`config.mk`:
```
export PLATFORM = sky130hd
export DESIGN_NAME = run_length_fsm
export DESIGN_NICKNAME = d
export VERILOG_FILES = /design/src/rtl/run_length_fsm.sv
export SDC_FILE = /design/constraint.sdc
export NUM_CORES = 1
export LEC_CHECK = 0
export CORE_MARGIN = 2
export CORE_UTILIZATION = 28
export CTS_CLUSTER_DIAMETER = 60
export DETAILED_ROUTE_END_ITERATION = 8
export PLACE_DENSITY = 0.52
export SYNTH_ARGS = -nofsm -noshare
export SYNTH_HDL_FRONTEND = slang
export SYNTH_SLANG_ARGS = --single-unit
```
`constraint.sdc`:
```
create_clock -name clk -period 5.6 [get_ports clk]
set_input_delay 0.84 -clock clk [delete_from_list [all_inputs] [get_ports clk]]
set_output_delay 0.84 -clock clk [all_outputs]
set_load 0.005 [all_outputs]
```
`src/rtl/run_length_fsm.sv`:
```
// Run-length detector: z rises once the last RUN_LEN enabled samples of w agree.
// State register is one-hot (ONEHOT=1) or binary (ONEHOT=0); both encodings are exported.
// Optional detect counter output det_cnt is enabled by defining RUN_LENGTH_FSM_DETCNT_EN.
module run_length_fsm #(
  parameter  int RUN_LEN = 2,
  parameter  int ONEHOT  = 1,
  localparam int NST     = 2*RUN_LEN + 1,
  localparam int SW      = $clog2(NST)
) (
  input  logic           clk,
  input  logic           reset,
  input  logic           en,
  input  logic           clr,
  input  logic           w,
  output logic           z,
  output logic           z_pulse,
  output logic           run_val,
  output logic [SW-1:0]  state_idx,
  output logic [NST-1:0] state_oh
`ifdef RUN_LENGTH_FSM_DETCNT_EN
  ,
  output logic [7:0]     det_cnt
`endif
);

  localparam logic [SW-1:0] IDX_IDLE = '0;
  localparam logic [SW-1:0] IDX_Z1   = SW'(1);
  localparam logic [SW-1:0] IDX_ZMAX = SW'(RUN_LEN);
  localparam logic [SW-1:0] IDX_O1   = SW'(RUN_LEN + 1);
  localparam logic [SW-1:0] IDX_OMAX = SW'(2*RUN_LEN);

  logic          legal;
  logic [SW-1:0] cur_idx;
  logic [SW-1:0] nxt_idx;
  logic [SW-1:0] target_idx;
  logic          step;
  logic          cur_det;
  logic          nxt_det;
  logic          z_pulse_q, z_pulse_d;

  // Successor of a legal state for the current w, in index space.
  always_comb begin
    // NOTE: default assignment first so every path drives nxt_idx and no latch is inferred.
    nxt_idx = cur_idx;
    if (cur_idx == IDX_IDLE) begin
      nxt_idx = w ? IDX_O1 : IDX_Z1;
    end else if (cur_idx <= IDX_ZMAX) begin
      nxt_idx = w ? IDX_O1 : ((cur_idx == IDX_ZMAX) ? IDX_ZMAX : cur_idx + SW'(1));
    end else begin
      nxt_idx = w ? ((cur_idx == IDX_OMAX) ? IDX_OMAX : cur_idx + SW'(1)) : IDX_Z1;
    end
  end

  // An illegal register value is recovered to IDLE on the next enabled or cleared cycle.
  assign step       = clr | en;
  assign target_idx = (clr || !legal) ? IDX_IDLE : nxt_idx;
  assign cur_det    = (cur_idx == IDX_ZMAX) || (cur_idx == IDX_OMAX);
  assign nxt_det    = (target_idx == IDX_ZMAX) || (target_idx == IDX_OMAX);
  assign z_pulse_d  = en & ~clr & nxt_det & ~cur_det;

  generate
    if (ONEHOT != 0) begin : g_onehot
      localparam logic [NST-1:0] OH_IDLE = {{(NST-1){1'b0}}, 1'b1};
      logic [NST-1:0] state_q, state_d;
      logic [SW-1:0]  acc;

      always_comb begin
        acc = '0;
        for (int i = 0; i < NST; i++) begin
          if (state_q[i]) acc = acc | SW'(i);
        end
        legal   = $onehot(state_q);
        cur_idx = legal ? acc : IDX_IDLE;
        state_d = step ? (OH_IDLE << target_idx) : state_q;
      end

      // NOTE: sequential state uses non-blocking assignments so all flops update together.
      always_ff @(posedge clk or negedge reset) begin
        if (!reset) state_q <= OH_IDLE;
        else        state_q <= state_d;
      end
    end else begin : g_binary
      localparam logic [SW-1:0] LAST_CODE = SW'(NST - 1);
      logic [SW-1:0] state_q, state_d;

      always_comb begin
        legal   = (state_q <= LAST_CODE);
        cur_idx = legal ? state_q : IDX_IDLE;
        state_d = step ? target_idx : state_q;
      end

      always_ff @(posedge clk or negedge reset) begin
        if (!reset) state_q <= IDX_IDLE;
        else        state_q <= state_d;
      end
    end
  endgenerate

  always_ff @(posedge clk or negedge reset) begin
    if (!reset) z_pulse_q <= 1'b0;
    else        z_pulse_q <= z_pulse_d;
  end

  always_comb begin
    for (int i = 0; i < NST; i++) begin
      state_oh[i] = (cur_idx == SW'(i));
    end
  end

  assign state_idx = cur_idx;
  assign z         = cur_det;
  assign run_val   = (cur_idx >= IDX_O1);
  assign z_pulse   = z_pulse_q;

`ifdef RUN_LENGTH_FSM_DETCNT_EN
  logic [7:0] det_cnt_q;

  always_ff @(posedge clk or negedge reset) begin
    if (!reset)                             det_cnt_q <= 8'd0;
    else if (clr)                           det_cnt_q <= 8'd0;
    else if (z_pulse_d && det_cnt_q != 8'hFF) det_cnt_q <= det_cnt_q + 8'd1;
  end

  assign det_cnt = det_cnt_q;
`endif

endmodule

```
-- Yosys cells after proc, flatten, opt, wreduce, memory -nomap -nowiden
Index checks and enable logic that the tools add are counted.
- flip-flop bits (word level): 6
- latch bits: 0
- RAM bits: 0
- bits in read-only memories: 0
- output and inout bits: 11
- logic and storage cells: 41
- memories: 0
- add/sub/neg operators: 5
- multipliers: 0
- divide/modulo/power cells: 0
- $lt $le $gt $ge: 2
- equality and inequality tests: 7
- shifts and indexed selects: 1
- mux-type cells: 13
- bitwise operators: 6
- reductions and logical operators: 5
- operators by type and width (operator ; number):
    $mux W3 ; 9
    $eq A3 B2 Y1 const B ; 3
    $eq A3 B1 Y1 const B ; 2
    $eq A3 B3 Y1 const B ; 2
    $mux W2 ; 3
    $shl A1 B3 Y5 const A ; 1
    $add A1 B1 Y2 ; 2
    $add A2 B2 Y3 ; 1
    $add A3 B1 Y3 ; 1
    $add A3 B1 Y3 const B ; 1
    $and A1 B1 Y1 ; 3
    $ge A3 B2 Y1 const B ; 1
    $le A3 B2 Y1 const B ; 1
    $logic_not A3 Y1 ; 1
    $logic_or A1 B1 Y1 ; 3
    $not A1 Y1 ; 2
    $logic_not A1 Y1 ; 1
    $mux W1 ; 1
    $or A1 B1 Y1 ; 1

-- Longest topological paths before layout
- depth in word-level cells: 15
- gate-level depth with buffers: 16
- gate-level depth less buffers: 16

-- Worst setup path before layout
OpenSTA, ideal clock, no wires.
- path type: register to register
- start: register g_onehot.state_q[0]
- end: register g_onehot.state_q[3]
- library setup time: 122 ps
- data arrival time: 3878 ps
- slack: 1601 ps
- cell stages (with the launch flop): 15
- period minus slack after synthesis: 3999 ps
- path through: dfstp_2 > inv_1 > fa_1 > fa_1 > inv_1 > ha_1 > or3_4 > a21oi_1 > inv_1 > ha_1 > or2_2 > o311a_1 > a221oi_4 > nor2_1 > a32o_1
- cells in the longest elaborated chain, start to end: 12
- RTL lines (what ; RTL line ; RTL):
    start: declaration ; 64 ; logic [NST-1:0] state_q, state_d;
    start signal: assignment ; 80 ; else state_q <= state_d;
    $add A1 B1 Y2 (not written as such) * ; 72 ; legal = $onehot(state_q);
    $add A2 B2 Y3 (not written as such) * ; 72 ;
    $add A3 B1 Y3 (not written as such) * ; 72 ;
    $eq A3 B1 Y1 * ; 72 ;
    $mux W3 * ; 73 ; cur_idx = legal ? acc : IDX_IDLE;
    net state_idx[0] ; 18 ; output logic [SW-1:0] state_idx,
    $add A3 B1 Y3 (tied with other cells) ; 48, 50 ;
    $mux W3 (on tied branches) (2 in series) ; 50, 48 ;
    $mux W3 ; 47 ; end else if (cur_idx <= IDX_ZMAX) begin
    $mux W3 * ; 45 ; if (cur_idx == IDX_IDLE) begin
    $mux W3 * ; 56 ; assign target_idx = (clr || !legal) ? IDX_IDLE : nxt_idx;
    $shl A1 B3 Y5 * ; 74 ; state_d = step ? (OH_IDLE << target_idx) : state_q;
The timed path passes the listed nets; every way through them passes the cells marked *.
A chain may end at the register's enable or synchronous reset.

-- Worst setup path after layout
- start: register g_onehot.state_q[0]
- end: output port z
- cells in the longest elaborated chain, start to end: 7
- RTL lines (what ; RTL line ; RTL):
    $add A1 B1 Y2 (not written as such) * ; 72 ;
    $add A2 B2 Y3 (not written as such) * ; 72 ;
    $add A3 B1 Y3 (not written as such) * ; 72 ;
    $eq A3 B1 Y1 * ; 72 ;
    $mux W3 * ; 73 ;
    $eq A3 B2 Y1 / $eq A3 B3 Y1 (equally long branches) ; 57 ; assign cur_det = (cur_idx == IDX_ZMAX) || (cur_idx == IDX_OMAX);
    $logic_or A1 B1 Y1 * ; 57 ;
    end: declaration ; 15 ; output logic z,
Every way passes the cells marked *; elsewhere a longest branch is shown, timed or not.

==> metrics.cfg <==
[routing]
antenna_violating_nets_post_route = 0
via_count = 612
detail_route.iter0.violations = 10
route.final.wire_length_mm = 1.56
post_drt_via_cell_ratio = 4.94
drt-wirelength-per-cell_um = 12.6
remaining_drc_errors = 0
drt-pass1-iter-count = 4

[clock_network]
htree_levels = 1
cts.hold.buffers_added = 0
cts_repair_resize_count = 0
cts_setup_buffers = 0
cts.sinks = 6
tritoncts = yes
clk_latency_ps = 240
cts_made_buffers = 3
path_clk_slew_ps = 50
cts-root-buf = sky130_fd_sc_hd__clkbuf_4
cts.path.max_buffers = 2

[sta]
worst_slew_pin_slew_ps = 385
fin_ws_ps = 770
grt_setup_unrepaired = false
finalCritPeriodShare_pct = 86.3
timing.setup.tns_ps = 0
max-slew-margin-rel_pct = 74.3
final.setup_skew_ps = 1.26
final-hold-violation-count = 0
layout_min_cycle_time_ps = 4830
setup_viol_count_final = 0
clock.fmax_ghz = 0.207
drv_slew = 0

[logic_synthesis]
synth.net_count = 92
synth_cells = 78
synth_cell_types = 35
ys_ff_latch = 6
post_synth_instance_area_um2 = 676
syn-mean-instance-area_um2 = 8.66
post_synth_edffs = 0
share_of_the_yosys_chip_area_belonging_to_registers_pct = 22.4
ys_dominant_reg_cell = sky130_fd_sc_hd__dfrtp_1
yosysWarningCount = 0
ys_async_rst_share_pct = 100

[global_routing]
wire_length_of_the_first_global_routing_pass_mm = 2.58
grt_pass1_vias = 581
initial_antenna_violation_count = 0
grt_start_max_net_pins = 9
global_route.usage.total_pct = 12.5
globalRouteOverflowTotal = 0

[power_and_ir_drop]
switching_power_uw = 175
internal_power_uw = 220
seq_power_share_pct = 17.4
powerDensity_nw_per_um2 = 450
p_clk_share_pct = 10.9
worst_ir_drop_vdd_uv = 251
pwr-share-comb_pct = 71.7
sw_share_pct = 44.3
power_leakage_nw = 0.369

[critical_path]
critical_path.startpoint_type = flop
worst_ep_arrival_time_ps = 3990
rr_worst_depth = 14
worst_r2r_startpoint = g_onehot.state_q[0]
startpoint = g_onehot.state_q[0]
critical_path.endpoint_type = output pin
critical_path_required_ps = 4760
crit_fanout = 7
timing_worst_setup_path_type = flop to output pin
reg2reg_slack_ps = 1300
r2r_end = g_onehot.state_q[3]

[place]
dp_hpwl_mm = 1.29
post-place-cells = 120
detailed_place.area_um2 = 850
gp_routability_congestion = 0.812
post-place-ws_ps = 1020
buffer_ports.inserted = 15

[cells_and_area]
fin_area_um2 = 876
layout.filler_cells = 252
layout.cells.most_common = sky130_fd_sc_hd__clkdlybuf4s50_1
post_route_cells_drive_above_1_share_pct = 11.5
final_cell_mix = sky130_fd_sc_hd__clkdlybuf4s50_1 (15), sky130_fd_sc_hd__inv_1 (12), sky130_fd_sc_hd__ha_1 (7)
layout.area.seq_um2 = 151
diodes = 0
multi_input_comb_area_um2 = 455
instances_no_fill = 124
finalNetCount = 111
flow.area_growth_from_synthesis_pct = 29.6

[floorplan]
design.die.area_um2 = 2820
ioPinCount = 16
floorplan.rows = 17
initial_core_utilization_pct = 30.0
die_h_um = 53.1
dieWidth_um = 53.1
core_region_area_um2 = 2250

[hold_path]
min-delay-start = g_onehot.state_q[0]
holdPathEnd = g_onehot.state_q[0]
hold_path_class = flop to flop
min_delay_path_depth = 2

[run_status]
run_status = finished clean

[job]
drv_cap = 0

-- flip-flops by register name, summed over array words and instances, names as in the netlist --
register / cells
g_onehot.state_q: 5
z_pulse: 1
-- power groups by stage --
stage / Sequential [mW] / Clock [mW] / Combinational (mW)
floorplan: 0.0660 / 0 / 0.190
global placement: 0.0689 / 0 / 0.279
detailed placement: 0.0694 / 0 / 0.282
CTS: 0.0687 / 0.0451 / 0.285
global route: 0.0712 / 0.0465 / 0.316
finish: 0.0687 / 0.0430 / 0.283
-- cells in the mapped netlist, types with 2 or more instances --
master / instances / area [um2]
sky130_fd_sc_hd__inv_1: 12 / 45.0
sky130_fd_sc_hd__ha_1: 7 / 87.6
sky130_fd_sc_hd__nand2_1: 6 / 22.5
sky130_fd_sc_hd__dfrtp_1: 5 / 125
sky130_fd_sc_hd__nor2_1: 5 / 18.8
sky130_fd_sc_hd__a21oi_1: 4 / 20.0
sky130_fd_sc_hd__and2_1: 4 / 25.0
sky130_fd_sc_hd__fa_1: 2 / 40.0
sky130_fd_sc_hd__nand3b_1: 2 / 15.0
sky130_fd_sc_hd__nor3_1: 2 / 10.0
sky130_fd_sc_hd__o211ai_1: 2 / 15.0
sky130_fd_sc_hd__o21ai_0: 2 / 10.0
sky130_fd_sc_hd__or2_2: 2 / 12.5
sky130_fd_sc_hd__or3_1: 2 / 12.5
-- worst max-delay path, cell delays in order (launching register included) --
cell and delay (ps):
sky130_fd_sc_hd__dfstp_2 520, sky130_fd_sc_hd__inv_1 50, sky130_fd_sc_hd__fa_1 490, sky130_fd_sc_hd__fa_1 370, sky130_fd_sc_hd__inv_1 60, sky130_fd_sc_hd__ha_1 240, sky130_fd_sc_hd__or3_4 410, sky130_fd_sc_hd__a21oi_1 300
sky130_fd_sc_hd__inv_1 110, sky130_fd_sc_hd__ha_1 290, sky130_fd_sc_hd__and2_1 180, sky130_fd_sc_hd__or2_1 250, sky130_fd_sc_hd__clkdlybuf4s50_1 450
-- worst max path at each step --
stage,end
after floorplan,g_onehot.state_q[3]
after global placement,z
after detailed placement,z
after CTS,z
after global routing,z
final,z
-- per-stage QoR --
step                      utilization [%]  hold slack (ps)  power (mW)
after floorplan                         -              493       0.256
after global placement               37.7              521       0.348
after detailed placement             37.7              518       0.352
after CTS                            38.8              530       0.399
after global routing                 38.8              553       0.434
final                                38.8              522       0.394
-- cell families (layout without fill, tap and decap cells) --
kind of cell | after synthesis | in the layout | share of synthesized area [%]
simple gates | 31 | 31 | 27.8
xor+xnor | 1 | 1 | 1.30
compound gates | 16 | 16 | 19.4
flops | 6 | 6 | 22.4
buf+inv | 15 | 33 | 10.2
fa+ha+maj | 9 | 9 | 18.9
-- area by class of cell --
type                            instances  share of cell area (%)
Clock buffer                            4                    3.00
Multi-Input combinational cell         57                    52.0
Timing Repair Buffer                   15                    17.1
Inverter                               14                    6.57
Tap cell                               28                    4.00
Sequential cell                         6                    17.3
-- per-layer routing --
metal / up-vias / routed length (um) / global-route usage, %
met5: - / 0 / 0
li1: 313 / - / -
met1: 282 / 811 / 18.2
met2: 17 / 672 / 18.8
met4: 0 / 0 / 1.28
met3: 0 / 75 / 3.39
No activity file was read; power rests on OpenSTA's default activity.
